`src/rtl/step_rect_plotter.sv`:
```
// step_rect_plotter
//   Fills axis-aligned rectangles one pixel per clock for a VGA adapter.
//   Two requesters (0: grid redraw, 1: playhead cursor) share the plotter
//   through a round-robin arbiter. A granted rectangle is walked in
//   row-major order. Pixels that fall off-screen still take a cycle but
//   are not plotted.
//
// Ports
//   CLOCK_50            system clock, rising edge
//   Resetn              asynchronous active-low reset
//   req0/req1           rectangle request, held by the requester until its ack
//   x*/y*/w*/h*/c*      corner, size and fill color of each request
//   ack0/ack1           one-cycle pulse in the first drawing cycle of a grant
//   done0/done1         one-cycle pulse after the last pixel of a grant
//   VGA_X/VGA_Y/VGA_COLOR, plot   registered pixel write to the adapter
//   busy                high whenever the plotter is not idle
module step_rect_plotter #(
  parameter int COLOR_DEPTH = 9,
  parameter int X_MAX       = 640,
  parameter int Y_MAX       = 480
) (
  input  logic                   CLOCK_50,
  input  logic                   Resetn,
  input  logic                   req0,
  input  logic [9:0]             x0,
  input  logic [8:0]             y0,
  input  logic [9:0]             w0,
  input  logic [8:0]             h0,
  input  logic [COLOR_DEPTH-1:0] c0,
  input  logic                   req1,
  input  logic [9:0]             x1,
  input  logic [8:0]             y1,
  input  logic [9:0]             w1,
  input  logic [8:0]             h1,
  input  logic [COLOR_DEPTH-1:0] c1,
  output logic                   ack0,
  output logic                   ack1,
  output logic                   done0,
  output logic                   done1,
  output logic [9:0]             VGA_X,
  output logic [8:0]             VGA_Y,
  output logic [COLOR_DEPTH-1:0] VGA_COLOR,
  output logic                   plot,
  output logic                   busy
);

  typedef enum logic [1:0] {IDLE, DRAW, DONE} state_t;

  // Screen limits widened by one bit so they compare against the
  // carry-extended pixel sums.
  localparam logic [10:0] X_LIM = 11'(X_MAX);
  localparam logic [9:0]  Y_LIM = 10'(Y_MAX);

  state_t                 state_q, state_d;
  logic                   last_q, last_d;     // requester granted last
  logic                   gnt_q, gnt_d;       // requester being served
  logic [9:0]             rx_q, rx_d;
  logic [8:0]             ry_q, ry_d;
  logic [9:0]             rw_q, rw_d;
  logic [8:0]             rh_q, rh_d;
  logic [COLOR_DEPTH-1:0] rc_q, rc_d;
  logic [9:0]             col_q, col_d;
  logic [8:0]             row_q, row_d;
  logic [9:0]             vx_q, vx_d;
  logic [8:0]             vy_q, vy_d;
  logic [COLOR_DEPTH-1:0] vc_q, vc_d;
  logic                   plot_q, plot_d;
  logic                   ack0_q, ack0_d;
  logic                   ack1_q, ack1_d;
  logic                   done0_q, done0_d;
  logic                   done1_q, done1_d;

  // Arbitration and selected request fields
  logic                   sel;
  logic [9:0]             sel_x;
  logic [8:0]             sel_y;
  logic [9:0]             sel_w;
  logic [8:0]             sel_h;
  logic [COLOR_DEPTH-1:0] sel_c;
  logic                   sel_on;

  always_comb begin
    // On a tie the requester not served last wins; otherwise whoever asks.
    sel    = (req0 && req1) ? ~last_q : req1;
    sel_x  = sel ? x1 : x0;
    sel_y  = sel ? y1 : y0;
    sel_w  = sel ? w1 : w0;
    sel_h  = sel ? h1 : h0;
    sel_c  = sel ? c1 : c0;
    sel_on = ({1'b0, sel_x} < X_LIM) && ({1'b0, sel_y} < Y_LIM) &&
             (sel_w != '0) && (sel_h != '0);
  end

  // Next pixel position within the latched rectangle
  logic [9:0]  col_nxt;
  logic [8:0]  row_nxt;
  logic [10:0] px_sum;
  logic [9:0]  py_sum;
  logic        nxt_on;
  logic        last_pix;

  always_comb begin
    col_nxt = col_q + 10'd1;
    row_nxt = row_q;
    if (col_q == rw_q - 10'd1) begin
      col_nxt = '0;
      row_nxt = row_q + 9'd1;
    end
    // Sums keep their carry so a corner near the top of the range is
    // rejected rather than wrapping back onto the screen.
    px_sum   = {1'b0, rx_q} + {1'b0, col_nxt};
    py_sum   = {1'b0, ry_q} + {1'b0, row_nxt};
    nxt_on   = !px_sum[10] && !py_sum[9] && (px_sum < X_LIM) && (py_sum < Y_LIM);
    // Zero-sized rectangles finish after their single blank cycle.
    last_pix = (rw_q == '0) || (rh_q == '0) ||
               ((col_q == rw_q - 10'd1) && (row_q == rh_q - 9'd1));
  end

  always_comb begin
    state_d = state_q;
    last_d  = last_q;
    gnt_d   = gnt_q;
    rx_d    = rx_q;
    ry_d    = ry_q;
    rw_d    = rw_q;
    rh_d    = rh_q;
    rc_d    = rc_q;
    col_d   = col_q;
    row_d   = row_q;
    vx_d    = vx_q;
    vy_d    = vy_q;
    vc_d    = vc_q;
    plot_d  = 1'b0;
    ack0_d  = 1'b0;
    ack1_d  = 1'b0;
    done0_d = 1'b0;
    done1_d = 1'b0;

    unique case (state_q)
      IDLE: begin
        if (req0 || req1) begin
          state_d = DRAW;
          gnt_d   = sel;
          last_d  = sel;
          rx_d    = sel_x;
          ry_d    = sel_y;
          rw_d    = sel_w;
          rh_d    = sel_h;
          rc_d    = sel_c;
          col_d   = '0;
          row_d   = '0;
          // First pixel is registered at the grant edge so it appears
          // together with the ack.
          vx_d    = sel_x;
          vy_d    = sel_y;
          vc_d    = sel_c;
          plot_d  = sel_on;
          ack0_d  = ~sel;
          ack1_d  = sel;
        end
      end
      DRAW: begin
        if (last_pix) begin
          state_d = DONE;
          done0_d = ~gnt_q;
          done1_d = gnt_q;
        end else begin
          col_d  = col_nxt;
          row_d  = row_nxt;
          vx_d   = px_sum[9:0];
          vy_d   = py_sum[8:0];
          plot_d = nxt_on;
        end
      end
      DONE: begin
        state_d = IDLE;
      end
      default: begin
        state_d = IDLE;
      end
    endcase
  end

  always_ff @(posedge CLOCK_50 or negedge Resetn) begin
    if (!Resetn) begin
      state_q <= IDLE;
      last_q  <= 1'b1;
      gnt_q   <= 1'b0;
      rx_q    <= '0;
      ry_q    <= '0;
      rw_q    <= '0;
      rh_q    <= '0;
      rc_q    <= '0;
      col_q   <= '0;
      row_q   <= '0;
      vx_q    <= '0;
      vy_q    <= '0;
      vc_q    <= '0;
      plot_q  <= 1'b0;
      ack0_q  <= 1'b0;
      ack1_q  <= 1'b0;
      done0_q <= 1'b0;
      done1_q <= 1'b0;
    end else begin
      state_q <= state_d;
      last_q  <= last_d;
      gnt_q   <= gnt_d;
      rx_q    <= rx_d;
      ry_q    <= ry_d;
      rw_q    <= rw_d;
      rh_q    <= rh_d;
      rc_q    <= rc_d;
      col_q   <= col_d;
      row_q   <= row_d;
      vx_q    <= vx_d;
      vy_q    <= vy_d;
      vc_q    <= vc_d;
      plot_q  <= plot_d;
      ack0_q  <= ack0_d;
      ack1_q  <= ack1_d;
      done0_q <= done0_d;
      done1_q <= done1_d;
    end
  end

  assign VGA_X     = vx_q;
  assign VGA_Y     = vy_q;
  assign VGA_COLOR = vc_q;
  assign plot      = plot_q;
  assign ack0      = ack0_q;
  assign ack1      = ack1_q;
  assign done0     = done0_q;
  assign done1     = done1_q;
  assign busy      = (state_q != IDLE);

endmodule

```
`config.mk`:
```
export PLATFORM = sky130hd
export DESIGN_NAME = step_rect_plotter
export DESIGN_NICKNAME = d
export VERILOG_FILES = /design/src/rtl/step_rect_plotter.sv
export SDC_FILE = /design/constraint.sdc
export NUM_CORES = 1
export LEC_CHECK = 0
export ABC_AREA = 1
export BUFFER_PORTS_ARGS = -buffer_cell sky130_fd_sc_hd__buf_2
export CAP_MARGIN = 40
export CORE_UTILIZATION = 55
export DETAILED_ROUTE_END_ITERATION = 6
export PLACE_DENSITY_LB_ADDON = 0.3
export SLEW_MARGIN = 25
export SYNTH_ARGS = -nofsm -noshare
export SYNTH_HDL_FRONTEND = slang
export SYNTH_SLANG_ARGS = --single-unit
```
`constraint.sdc`:
```
create_clock -name CLOCK_50 -period 5.1 [get_ports CLOCK_50]
set_input_delay 0.51 -clock CLOCK_50 [delete_from_list [all_inputs] [get_ports CLOCK_50]]
set_output_delay 0.51 -clock CLOCK_50 [all_outputs]
set_load 0.01 [all_outputs]
```
# After elaboration in Yosys (flattened, before gate mapping)
# Index checks and enable logic that the tools add are counted.
# Widths: inputs -> output; s select.
[totals]
romBits = 0
ramBits = 0
output_inout_bits = 34
inputBits = 98
regBits = 94
latchBits = 0
mem_count = 0
[op_classes]
eq_ne = 6
multipliers = 0
n_lt_le_gt_ge = 4
shift = 0
n_reduce_logical = 23
div_mod_pow = 0
bitwise = 3
n_addsub = 6
mux = 34
[op_table]
columns = ["op", "count"]
rows = [
  ["$mux 9", 8],
  ["$mux 10", 7],
  ["$pmux 10 s2", 2],
  ["$pmux 9 s2", 2],
  ["$add 10x10->11", 1],
  ["$lt 11x10->1 const B", 1],
  ["$mux 1", 11],
  ["$add 10x1->10 const B", 1],
  ["$add 9x9->10", 1],
  ["$eq 10x10->1", 1],
  ["$logic_not 10->1", 1],
  ["$lt 10x10->1 const B", 1],
  ["$lt 10x9->1 const B", 1],
  ["$reduce_bool 10->1", 1],
  ["$sub 10x1->10 const B", 1],
  ["$add 9x1->9 const B", 1],
  ["$eq 9x9->1", 1],
  ["$logic_not 9->1", 1],
  ["$lt 9x9->1 const B", 1],
  ["$reduce_bool 9->1", 1],
  ["$sub 9x1->9 const B", 1],
  ["$logic_and 1x1->1", 8],
  ["$ne 2x2->1 const B", 3],
  ["$mux 2", 2],
  ["other kinds (10)", 17],
]

# Depth between registers and ports, before layout
[logic_depth]
ltp_word = 10
ltp_mapped = 27
ltp_nobuf = 27

# Worst setup path after synthesis
# Ideal clock, no wire load.
[synth_path]
path_type = "register to register"
startpoint = "register rw_q[0]"
endpoint = "register plot_q (netlist: plot)"
synth_period_minus_slack_ns = 3.550
path_buffers = 1
stages_incl_launch_ff = 27
slack_ns = 1.550
arrival_time_ns = 3.423
setup_time_ns = 0.128
t_required_ns = 4.972
cell_sequence = "dfrtp_1 > inv_1 > ha_1 > nand2_2 > nor2_1 > nand3_1 > nand2_1 > nand2_1 > nor2_1 > nand3_4 > buf_2 > xor2_1 > inv_1 > ha_1 > inv_1 > fa_1 > o21ai_0 > a21oi_1 > nor2_1 > nor2_1 > xor2_1 > inv_1 > nand3_1 > o211ai_1 > inv_1 > nand2_1 > nand2_1"
[synth_via]
elab_chain_cells = 10
word_cells_on_any_way = 19
[synth_rtl]
columns = ["item", "line_no", "rtl"]
rows = [
  ["start, declared", "59", "logic [9:0] rw_q, rw_d;"],
  ["start signal, assigned", "210", "rw_q <= rw_d;"],
  ["branches (longest 8 deep; another with $add 10x10->11)", "n/a", ""],
  ["$mux 1 *", "163", "if (last_pix) begin"],
  ["$pmux 1 s2 *", "139", "unique case (state_q)"],
  ["net plot_d", "67", "logic plot_q, plot_d;"],
  ["end signal, assigned", "218", "plot_q <= plot_d;"],
  ["end, declared", "67", ""],
]
# Mark *: on every way through the listed nets, which the timed path passes.
# A chain may end at the register's enable or synchronous reset.

# Worst setup path after layout
# Same ends and word-level chain as after synthesis.

==> impl_metrics.ini <==
[yosys]
synth-seq-cells = 94
synth-edff-count = 0
synth_ff_type = dfrtp_1
synthAdderAreaFrac_pct = 5.20
synth_compound_area_share_pct = 12.9
ys_async_sr_fraction_pct = 100
ys_types = 49
synth_top_family_by_area = simple AND/OR/NAND/NOR gates
synth.area.mux_share_pct = 4.13
yosys.area_share.simple_pct = 25.5
synth.area.top_cells = dfrtp_1, nand2_1, o21ai_0
synth_xor_area_share_pct = 5.76
synth_top_area_share_pct = 38.4
syn_inst = 787
yosysWarningCount = 0
avgSynthCellArea_um2 = 7.70
ys_seq_area_share_pct = 38.8
synth_commonest_cells = nand2_1, dfrtp_1, inv_1
yosys.area.top_type = dfrtp_1
netlist_area_um2 = 6060
synth_nets = 909
yosysMostFrequentCell = nand2_1

[layout]
areaGrowthSynthToFinish_pct = 16.6
regArea_um2 = 2350
diodes = 0
final_util_pct = 67.2
nets = 1031
n_fill_cell = 908
multiInputGateArea_um2 = 3250
design_area_um2 = 7070
drive_above_1_share_pct = 21.6

[flow_run]
cap_violations = 0

[routing]
wl_um = 15000
drt_iter0_markers = 271
dr.pass1.iters = 5
ant_nets = 0
num_vias = 5630
wire_per_inst_um = 14.3
drc = 0
drt-vias-per-instance = 5.36

[setup_path]
crit_fanout = 17
cp-start-kind = flop
rrSetupSlack_ns = 1.15
criticalPathCategory = reg -> reg
r2r-start = rw_q[0]
arrival_ns = 4.19
regToRegEndpoint = plot
rr_worst_depth = 25
worstSetupEndpoint = plot
crit_path_end_kind = flop
crit_start = rw_q[0]
cp.required_ns = 5.34

[place]
place.gp.congestion = 0.862
placed_area_um2 = 6800
place_hpwl_um = 11300
portBuffers = 131

[clocking]
clock_path_buffers = 2
cts.clk_slew.worst_paths_ns = 0.09
cts-root-buf = clkbuf_8
holdBufCountCts = 0
cts_resized = 0
ctsHtreeMaxLevel = 3
cts_buffers = 9
clock_sinks = 94
post_cts_buffers = 0
tritoncts = yes
clk_latency_ns = 0.37

[floorplan]
start_util_pct = 57.7
die_w_um = 107
dieArea_um2 = 11400
core_area_um2 = 10500
pin_count = 132
row_count = 37
die_h_um = 107

[timing]
relSlewSlack_pct = 52.6
timing.final.crit_share_pct = 77.5
fin_setup_tns_ns = 0
hold_slack_ns = 0.0809
worst_pin_slew_ns = 0.710
final_hold_viol_count = 0
max_freq_mhz = 253
rsz0062_at_grt = false
setup_viol = 0
period_needed_ns = 3.95
fin_skew_ns = 0.0113
maxSlewViolCount = 0

[pwr]
p_leak_nw = 3.77
ir_drop_v = 0.000397
power_density_nw_per_um2 = 663
power.total_w = 0.00468

[global_route]
grt_use_total_pct = 27.6
grt_first_pass_wirelength_um = 24700
antenna_found_initial = 0
grt_pass1_vias = 5215
grt_max_degree = 63
grt_overflow = 0

[outcome]
status = finished, final reports clean

[hold_path]
hp-class = in -> async
## power breakdown
group          internal, W  switching [W]
registers          0.00111       0.000308
logic              0.00101        0.00167
clock network     0.000316       0.000266
## registers in the layout, indices dropped and copies added (netlist names), 2 cells and up
name       flops
VGA_COLOR      9
VGA_X         10
VGA_Y          9
col_q         10
rh_q           9
row_q          9
rw_q          10
rx_q          10
ry_q           9
state_q        2
## cells in the final DEF, fill, tap and decap left out, types with 5 or more instances in the layout
| master | n |
|---|---|
| nand2_1 | 202 |
| ha_1 | 22 |
| nor2_1 | 63 |
| nand2_2 | 7 |
| inv_2 | 7 |
| o22ai_1 | 15 |
| nand3_1 | 39 |
| a21oi_2 | 5 |
| clkbuf_8 | 12 |
| buf_4 | 6 |
| mux2i_1 | 25 |
| nand4_1 | 7 |
| nor3_1 | 10 |
| inv_1 | 82 |
| o21ai_1 | 9 |
| xnor2_1 | 8 |
| buf_2 | 130 |
| a21oi_1 | 19 |
| or2_2 | 9 |
| o21ai_0 | 67 |
| dfrtp_1 | 93 |
| xor2_1 | 30 |
## metal layers
| layer | share of wire (%) | GRT usage, % | vias to the layer above |
|---|---|---|---|
| met3 | 5.6 | 4.44 | 13 |
| met5 | 0 | 0 | - |
| met1 | 47 | 38.6 | 2607 |
| li1 | - | - | 2820 |
| met4 | 1.2 | 6.75 | 0 |
| met2 | 47 | 44.7 | 190 |
## worst min path at each step
stage            from      endpoint  cells past startpoint
2_1_floorplan  Resetn  VGA_COLOR[0]                      0
4_1_cts        Resetn  VGA_COLOR[0]                      1
6_report       Resetn  VGA_COLOR[8]                      1
3_3_place_gp    gnt_q         done0                      1
3_5_place_dp    gnt_q         done0                      1
5_1_grt        Resetn      col_q[8]                      1
## layout make-up
type                            count  share of cell area, %
Sequential cell                    94                   33.3
Inverter                           90                   4.78
Clock buffer                       13                   2.39
Clock inverter                      3                  0.921
Timing Repair Buffer              137                   10.2
Tap cell                          136                   2.41
Multi-Input combinational cell    577                   46.0
## critical path: stages, from the launching register on
cell and delay (ns):
dfrtp_1 0.43, inv_1 0.11, ha_1 0.26, nand2_2 0.11
nor2_1 0.09, nand3_1 0.07, nand2_1 0.06, nand2_1 0.05
nor2_1 0.17, nand3_4 0.25, xor2_1 0.24, inv_1 0.08
ha_1 0.18, inv_1 0.07, fa_1 0.39, o21ai_0 0.36
a21oi_1 0.12, nor2_1 0.11, nor2_1 0.06, xor2_1 0.14
inv_1 0.07, nand3_1 0.07, o211ai_1 0.16, inv_1 0.05
nand2_1 0.06, nand2_1 0.04
## cell families after synthesis
| logic type | after synthesis |
|---|---|
| simple gates | 352 |
| compound gates | 137 |
| buf+inv | 116 |
| flops | 94 |
| xor+xnor | 39 |
| mux | 25 |
| fa+ha+maj | 24 |
## through the flow
stage / setup slack [ns] / instances
final: 1.15 / 1050
after global placement: 1.29 / 1033
after CTS: 1.13 / 1049
after global routing: 0.805 / 1050
after detailed placement: 1.17 / 1033
after floorplan: 1.55 / 787
Note: power is estimated with default switching activity, not from simulation.
